[src/rtl/bit_serial_adder.sv]
// LSB-first bit-serial adder: one full-adder cell plus a carry flop, WIDTH cycles per sum.
// Optional signed-overflow output V_out is enabled by defining BIT_SERIAL_ADDER_OVF_EN.
module bit_serial_adder #(
    parameter int unsigned WIDTH = 8
) (
    input  logic             clk_in,
    input  logic             rst_in,
    input  logic             start_in,
    input  logic [WIDTH-1:0] A_in,
    input  logic [WIDTH-1:0] B_in,
    input  logic             C_in,
    output logic             busy_out,
    output logic             done_out,
    output logic [WIDTH-1:0] S_out,
    output logic             C_out
`ifdef BIT_SERIAL_ADDER_OVF_EN
    ,
    output logic             V_out
`endif
);

    localparam int unsigned CNT_W  = $clog2(WIDTH + 1);
    localparam int unsigned PSUM_W = WIDTH - 1;

    typedef enum logic [1:0] {
        IDLE  = 2'd0,
        SHIFT = 2'd1,
        DONE  = 2'd2
    } state_e;

    state_e             state_q, state_nxt;
    logic [CNT_W-1:0]   cnt_q, cnt_nxt;
    logic [WIDTH-1:0]   a_q, a_nxt;
    logic [WIDTH-1:0]   b_q, b_nxt;
    logic               carry_q, carry_nxt;
    // The final sum bit goes straight to S_out, so only WIDTH-1 partial bits are stored.
    logic [PSUM_W-1:0]  psum_q, psum_nxt;
    logic [WIDTH-1:0]   s_nxt;
    logic               co_nxt;
    logic               busy_nxt;
    logic               done_nxt;
`ifdef BIT_SERIAL_ADDER_OVF_EN
    logic               v_nxt;
`endif

    logic fa_sum;
    logic fa_carry;

    // Single full-adder cell
    assign fa_sum   = a_q[0] ^ b_q[0] ^ carry_q;
    assign fa_carry = (a_q[0] & b_q[0]) | (carry_q & (a_q[0] ^ b_q[0]));

    // State register
    always_ff @(posedge clk_in or posedge rst_in) begin
        if (rst_in) begin
            state_q <= IDLE;
        end else begin
            state_q <= state_nxt;
        end
    end

    // Next-state and next-datapath logic
    always_comb begin
        state_nxt = state_q;
        cnt_nxt   = cnt_q;
        a_nxt     = a_q;
        b_nxt     = b_q;
        carry_nxt = carry_q;
        psum_nxt  = psum_q;
        s_nxt     = S_out;
        co_nxt    = C_out;
        done_nxt  = 1'b0;
`ifdef BIT_SERIAL_ADDER_OVF_EN
        v_nxt     = V_out;
`endif

        case (state_q)
            IDLE: begin
                if (start_in) begin
                    a_nxt     = A_in;
                    b_nxt     = B_in;
                    carry_nxt = C_in;
                    cnt_nxt   = '0;
                    state_nxt = SHIFT;
                end
            end
            SHIFT: begin
                a_nxt     = {1'b0, a_q[WIDTH-1:1]};
                b_nxt     = {1'b0, b_q[WIDTH-1:1]};
                carry_nxt = fa_carry;
                psum_nxt  = PSUM_W'({fa_sum, psum_q} >> 1);
                cnt_nxt   = cnt_q + CNT_W'(1);
                if (cnt_q == CNT_W'(WIDTH - 1)) begin
                    // Last bit: publish the result as the FSM enters DONE
                    s_nxt     = {fa_sum, psum_q};
                    co_nxt    = fa_carry;
                    done_nxt  = 1'b1;
                    state_nxt = DONE;
`ifdef BIT_SERIAL_ADDER_OVF_EN
                    v_nxt     = carry_q ^ fa_carry;
`endif
                end
            end
            DONE: begin
                state_nxt = IDLE;
            end
            default: begin
                state_nxt = IDLE;
            end
        endcase

        busy_nxt = (state_nxt != IDLE);
    end

    // Datapath and output registers
    always_ff @(posedge clk_in or posedge rst_in) begin
        if (rst_in) begin
            cnt_q    <= '0;
            a_q      <= '0;
            b_q      <= '0;
            carry_q  <= 1'b0;
            psum_q   <= '0;
            S_out    <= '0;
            C_out    <= 1'b0;
            busy_out <= 1'b0;
            done_out <= 1'b0;
`ifdef BIT_SERIAL_ADDER_OVF_EN
            V_out    <= 1'b0;
`endif
        end else begin
            cnt_q    <= cnt_nxt;
            a_q      <= a_nxt;
            b_q      <= b_nxt;
            carry_q  <= carry_nxt;
            psum_q   <= psum_nxt;
            S_out    <= s_nxt;
            C_out    <= co_nxt;
            busy_out <= busy_nxt;
            done_out <= done_nxt;
`ifdef BIT_SERIAL_ADDER_OVF_EN
            V_out    <= v_nxt;
`endif
        end
    end

endmodule

[config.mk]
export PLATFORM = sky130hd
export DESIGN_NAME = bit_serial_adder
export DESIGN_NICKNAME = d
export VERILOG_FILES = /design/src/rtl/bit_serial_adder.sv
export SDC_FILE = /design/constraint.sdc
export NUM_CORES = 1
export LEC_CHECK = 0
export ABC_CLOCK_PERIOD_IN_PS = 1900
export CAP_MARGIN = 15
export CORE_MARGIN = 8
export CORE_UTILIZATION = 33
export CTS_CLUSTER_DIAMETER = 40
export DETAILED_ROUTE_END_ITERATION = 16
export GPL_TIMING_DRIVEN = 0
export PLACE_DENSITY = 0.67
export SETUP_SLACK_MARGIN = 0.15
export SLEW_MARGIN = 15
export SYNTH_ARGS = -nofsm -noshare
export SYNTH_HDL_FRONTEND = slang
export SYNTH_SLANG_ARGS = --single-unit
[constraint.sdc]
create_clock -name clk_in -period 1.9 [get_ports clk_in]
set_input_delay 0.285 -clock clk_in [delete_from_list [all_inputs] [get_ports clk_in]]
set_output_delay 0.285 -clock clk_in [all_outputs]
set_load 0.01 [all_outputs]
Yosys cells after proc, flatten, opt, wreduce, memory -nomap -nowiden
Index checks and enable logic that the tools add are counted.
Widths: inputs -> output; s select.
{"block": "totals", "ff_bits": 41, "inputBits": 20, "output_inout_bits": 11, "word_cells": 37}
{"block": "op_classes", "addsub": 1, "n_eq_ne": 3, "muxes": 13, "bitwise_logic": 5, "reduce_logical": 5}
{"op": "$pmux 8 s2", "count": 2}
{"op": "$mux 8", "count": 2}
{"op": "$pmux 4 s2", "count": 1}
{"op": "$add 4x1->4 const B", "count": 1}
{"op": "$eq 4x3->1 const B", "count": 1}
{"op": "$mux 2", "count": 2}
{"op": "$mux 4", "count": 1}
{"op": "$pmux 2 s2", "count": 1}
{"op": "$reduce_and 2->1", "count": 2}
{"op": "$reduce_bool 2->1", "count": 2}
{"op": "$mux 1", "count": 3}
{"op": "$and 1x1->1", "count": 2}
{"op": "$eq 2x1->1 const B", "count": 1}
{"op": "$logic_not 2->1", "count": 1}
{"op": "$ne 2x2->1 const B", "count": 1}
{"op": "$pmux 1 s2", "count": 1}
{"op": "$xor 1x1->1", "count": 2}
{"op": "$or 1x1->1", "count": 1}

Longest topological paths before layout
{"block": "logic_depth", "ltp_word": 4, "ltp_mapped": 5, "ltp_nobuf": 4}

Worst setup path before layout
Ideal clock, no wire load.
{"block": "synth_timing", "kind": "flip-flop to flip-flop", "startpoint": "register cnt_q[0]", "endpoint": "register C_out", "setup_ns": 0.125, "arrival_time_ns": 1.324, "t_required_ns": 1.775, "slack_ns": 0.451, "stages_incl_launch_ff": 5, "path_buffers": 0, "synth_period_minus_slack_ns": 1.449, "path_cell_list": "dfrtp_1 ha_1 nand4b_1 nor2_4 mux2_2"}
{"block": "synth_between", "elab_chain_cells": 2}
{"item": "start, declared", "line": "32", "text": "logic [CNT_W-1:0] cnt_q, cnt_nxt;"}
{"item": "start signal, assigned", "line": "131", "text": "cnt_q <= cnt_nxt;"}
{"item": "$eq 4x3->1", "line": "93", "text": "if (cnt_q == CNT_W'(WIDTH - 1)) begin"}
{"item": "$reduce_and 2->1 (no source line)"}
{"item": "end signal, assigned", "line": "137", "text": "C_out <= co_nxt;"}
{"item": "end, declared", "line": "15", "text": "output logic C_out"}
No other way between the ends.
A chain may end at the register's enable or synchronous reset.

Final worst setup path
{"block": "layout_timing", "startpoint": "register cnt_q[0]", "endpoint": "register S_out[1]"}
{"block": "layout_between", "elab_chain_cells": 2}
{"item": "$eq 4x3->1", "line": "93"}
{"item": "$reduce_and 2->1 (no source line)"}
{"item": "end signal, assigned", "line": "136", "text": "S_out <= s_nxt;"}
{"item": "end, declared", "line": "14", "text": "output logic [WIDTH-1:0] S_out,"}
No other way between the ends.

==> impl_metrics.ini <==
[outcome]
outcome = finished, final reports clean

[layout]
fin_nets = 198
antenna_cells = 0
drive_above_1_share_pct = 20.90
design_area_sq_um = 2257
final_core_util_pct = 45.05
multi_input_area_sq_um = 594.3
areaGrowthSynthToFinish_pct = 34.33
fillCellCount = 493
seqCellArea_sq_um = 1026

[timing]
setup_viol = 0
fmax_mhz = 617.7
fin_skew_ps = 6.667
min_period_ps = 1619
post-route-period-util_pct = 85.20
worstMarginPinSlew_ps = 481.2
whs_ps = 323.2
slew_viol_final = 0
hold_viol_final = 0
rsz0062_at_grt = no
slew_headroom_pct = 67.88

[grt]
grt_overflow = 0
grt_pass1_wl_um = 6030
antenna_found_initial = 0
grt_max_degree = 22
first_global_vias = 1242
gr-usage-all-layers_pct = 10.26

[placement]
dpl_cell_area_sq_um = 2096
dp_hpwl_um = 2401
gp_congestion = 0.7549
port_buffers = 30

[worst_setup_path]
critPathBufInv = 1
max_stage_delay_ps = 410
worst_path_max_delay_cell = dfrtp_1
critical_path.max_fanout = 10
crit_chain = ha_1 > nand4b_1 > nor2_4 > buf_12 > mux2_2
end_kind = register
crit_type = register to register
worst_ep_arrival_time_ps = 1800
critPathRequiredTime_ps = 2080
path_delay_family = simple AND/OR/NAND/NOR gates
worstSetupStartpointType = register

[routing]
drt-total-wl_um = 3491
num_vias = 1209
vias_per_cell = 4.895
dr.pass1.iters = 4
drt-initial-drc-count = 43
wl_per_cell_um = 14.13
post-route-drc-count = 0
antenna_left = 0

[synthesis]
synthesis.nets = 158
synth_compound_area_share_pct = 14.97
synth_top_area_share_pct = 61.06
synth-edff-count = 0
syn_avg_cell_area_sq_um = 12.36
synth-simple-area-share_pct = 7.744
synth_cells = 136
synth_seq_cells = 41
yosysTopAreaCell = dfrtp_1
synthMuxAreaShare_pct = 10.72
ys_types = 25
ys_warn_count = 0
synth_fa_ha_area_share_pct = 1.936
synth_area_leaders = dfrtp_1 (61%), mux2_2 (11%), a22oi_1 (6.7%)
synth_top_family_by_area = compound AO/OA/AOI/OAI gates
ys_seq_area_share_pct = 61.06
syn_area_sq_um = 1680
synthFlopType = dfrtp_1
synthArstFlopShare_pct = 100.0
synthXorXnorAreaFrac_pct = 0

[clocking]
clk_pin_slew_worst_paths_ps = 80
htree_levels = 2
clockBufferDepth = 2
cts.sink_count = 41
cts_tree = yes
ctsResizeCount = 0
numCtsBuffers = 5
insertion_delay_ps = 290
clock-root-buffer = clkbuf_8

[floorplan]
fp.coreArea_sq_um = 5010
num_rows = 26
dieArea_sq_um = 7632
die_w_um = 87.36
start_util_pct = 33.54
pin_count = 31
die-height_um = 87.36

[power]
p_leak_nw = 0.9701
p_per_area_nw_per_um2 = 1446
p_comb_share_pct = 31.9
total_power_mw = 3.263
switchingPower_uw = 947.0
p_int_mw = 2.316
ir_worst_vdd_v = 0.0004466
swShare_pct = 29.02
clock_power_share_pct = 25.4
seqPwrFrac_pct = 42.7

[job]
maxCapViolCount = 0

[hold_path]
hold_class = primary input to asynchronous set/reset pin
[sequential cells by signal, summed over array words and instances (netlist names)]
register / cells
C_out: 1
S_out: 8
a_q: 8
b_q: 8
busy_out: 1
carry_q: 1
cnt_q: 4
done_out: 1
psum_q: 7
state_q: 2
[final timing paths]
check	slack [ps]	cells after the start	from	to
max in group asynchronous	1100	3	rst_in	b_q[7]
worst max-delay path	280	5	cnt_q[0]	S_out[1]
worst max register to register	280	5	cnt_q[0]	S_out[1]
worst min-delay path	320	2	rst_in	S_out[4]
worst min register to register	490	2	b_q[4]	b_q[4]
min in group clk_in	490	2	b_q[4]	b_q[4]
[area by class of cell]
class,count,share of cell area (%)
multi-input combinational,84,26.33
sequential,41,45.45
clock buffer,5,3.049
clock inverter,3,2.882
buffer,9,2.328
inverter,2,0.3326
tap,70,3.880
timing repair buffer,33,15.74
[power by group through the flow]
stage / clock (mW) / combinational [mW] / sequential (mW)
after detailed placement: 0 / 1.03 / 1.41
after global routing: 0.889 / 1.16 / 1.45
after CTS: 0.846 / 1.04 / 1.40
after floorplan: 0 / 0.610 / 1.41
after global placement: 0 / 0.993 / 1.40
final: 0.830 / 1.04 / 1.39
[metrics by stage]
stage,setup WS (ps),setup TNS [ps],cells
final,281.1,0,247
after CTS,225.4,0,245
after floorplan,451.0,0,136
after global placement,-214.1,-8729,236
after detailed placement,190.7,0,237
after global routing,150.5,0,247
[placed cells by master, fill, tap and decap left out]
cell type,count
a22o_1,3
and2b_1,1
buf_12,1
buf_6,1
inv_1,1
nor2_1,2
nor2b_1,3
buf_4,2
o21ai_0,16
nor3b_1,1
fa_1,1
a22oi_1,15
ha_1,1
clkbuf_8,5
inv_2,1
nand4b_1,1
a21oi_1,1
nand3_1,1
a31oi_1,1
a41oi_1,1
o21bai_1,1
bufinv_16,2
clkinv_2,1
nor2_4,1
dfrtp_1,41
buf_16,1
clkdlybuf4s50_1,30
mux2_2,16
clkbuf_1,1
buf_2,6
nand2_1,17
o21ai_1,1
[cells in the mapped netlist (2+ instances only)]
library cell	n
dfrtp_1	41
a22o_1	3
nand2_1	17
nor2b_1	3
buf_2	6
mux2_2	16
o21ai_0	16
nor2_1	2
a22oi_1	15
inv_1	2
[layer usage]
metal | wire length, um | vias up | GRT usage [%]
li1 | - | 561 | -
met1 | 1476 | 609 | 12.37
met2 | 1657 | 31 | 15.43
met3 | 268 | 8 | 4.434
met4 | 88 | 0 | 4.531
met5 | 0 | - | 0
[timing repair]
action | in CTS | in global routing
hold buffers | 0 | 0
setup endpoints to repair | 0 | 9
setup buffers | 0 | 2
endpoints found under the hold margin | 0 | 0
[kinds of logic after synthesis]
kind of cell | count (synthesis)
muxes | 16
adders and majority gates | 2
and+or+nand+nor | 27
buffers and inverters | 11
DFF | 41
AOI/OAI and AO/OA | 39
(Power assumes the default switching activity.)
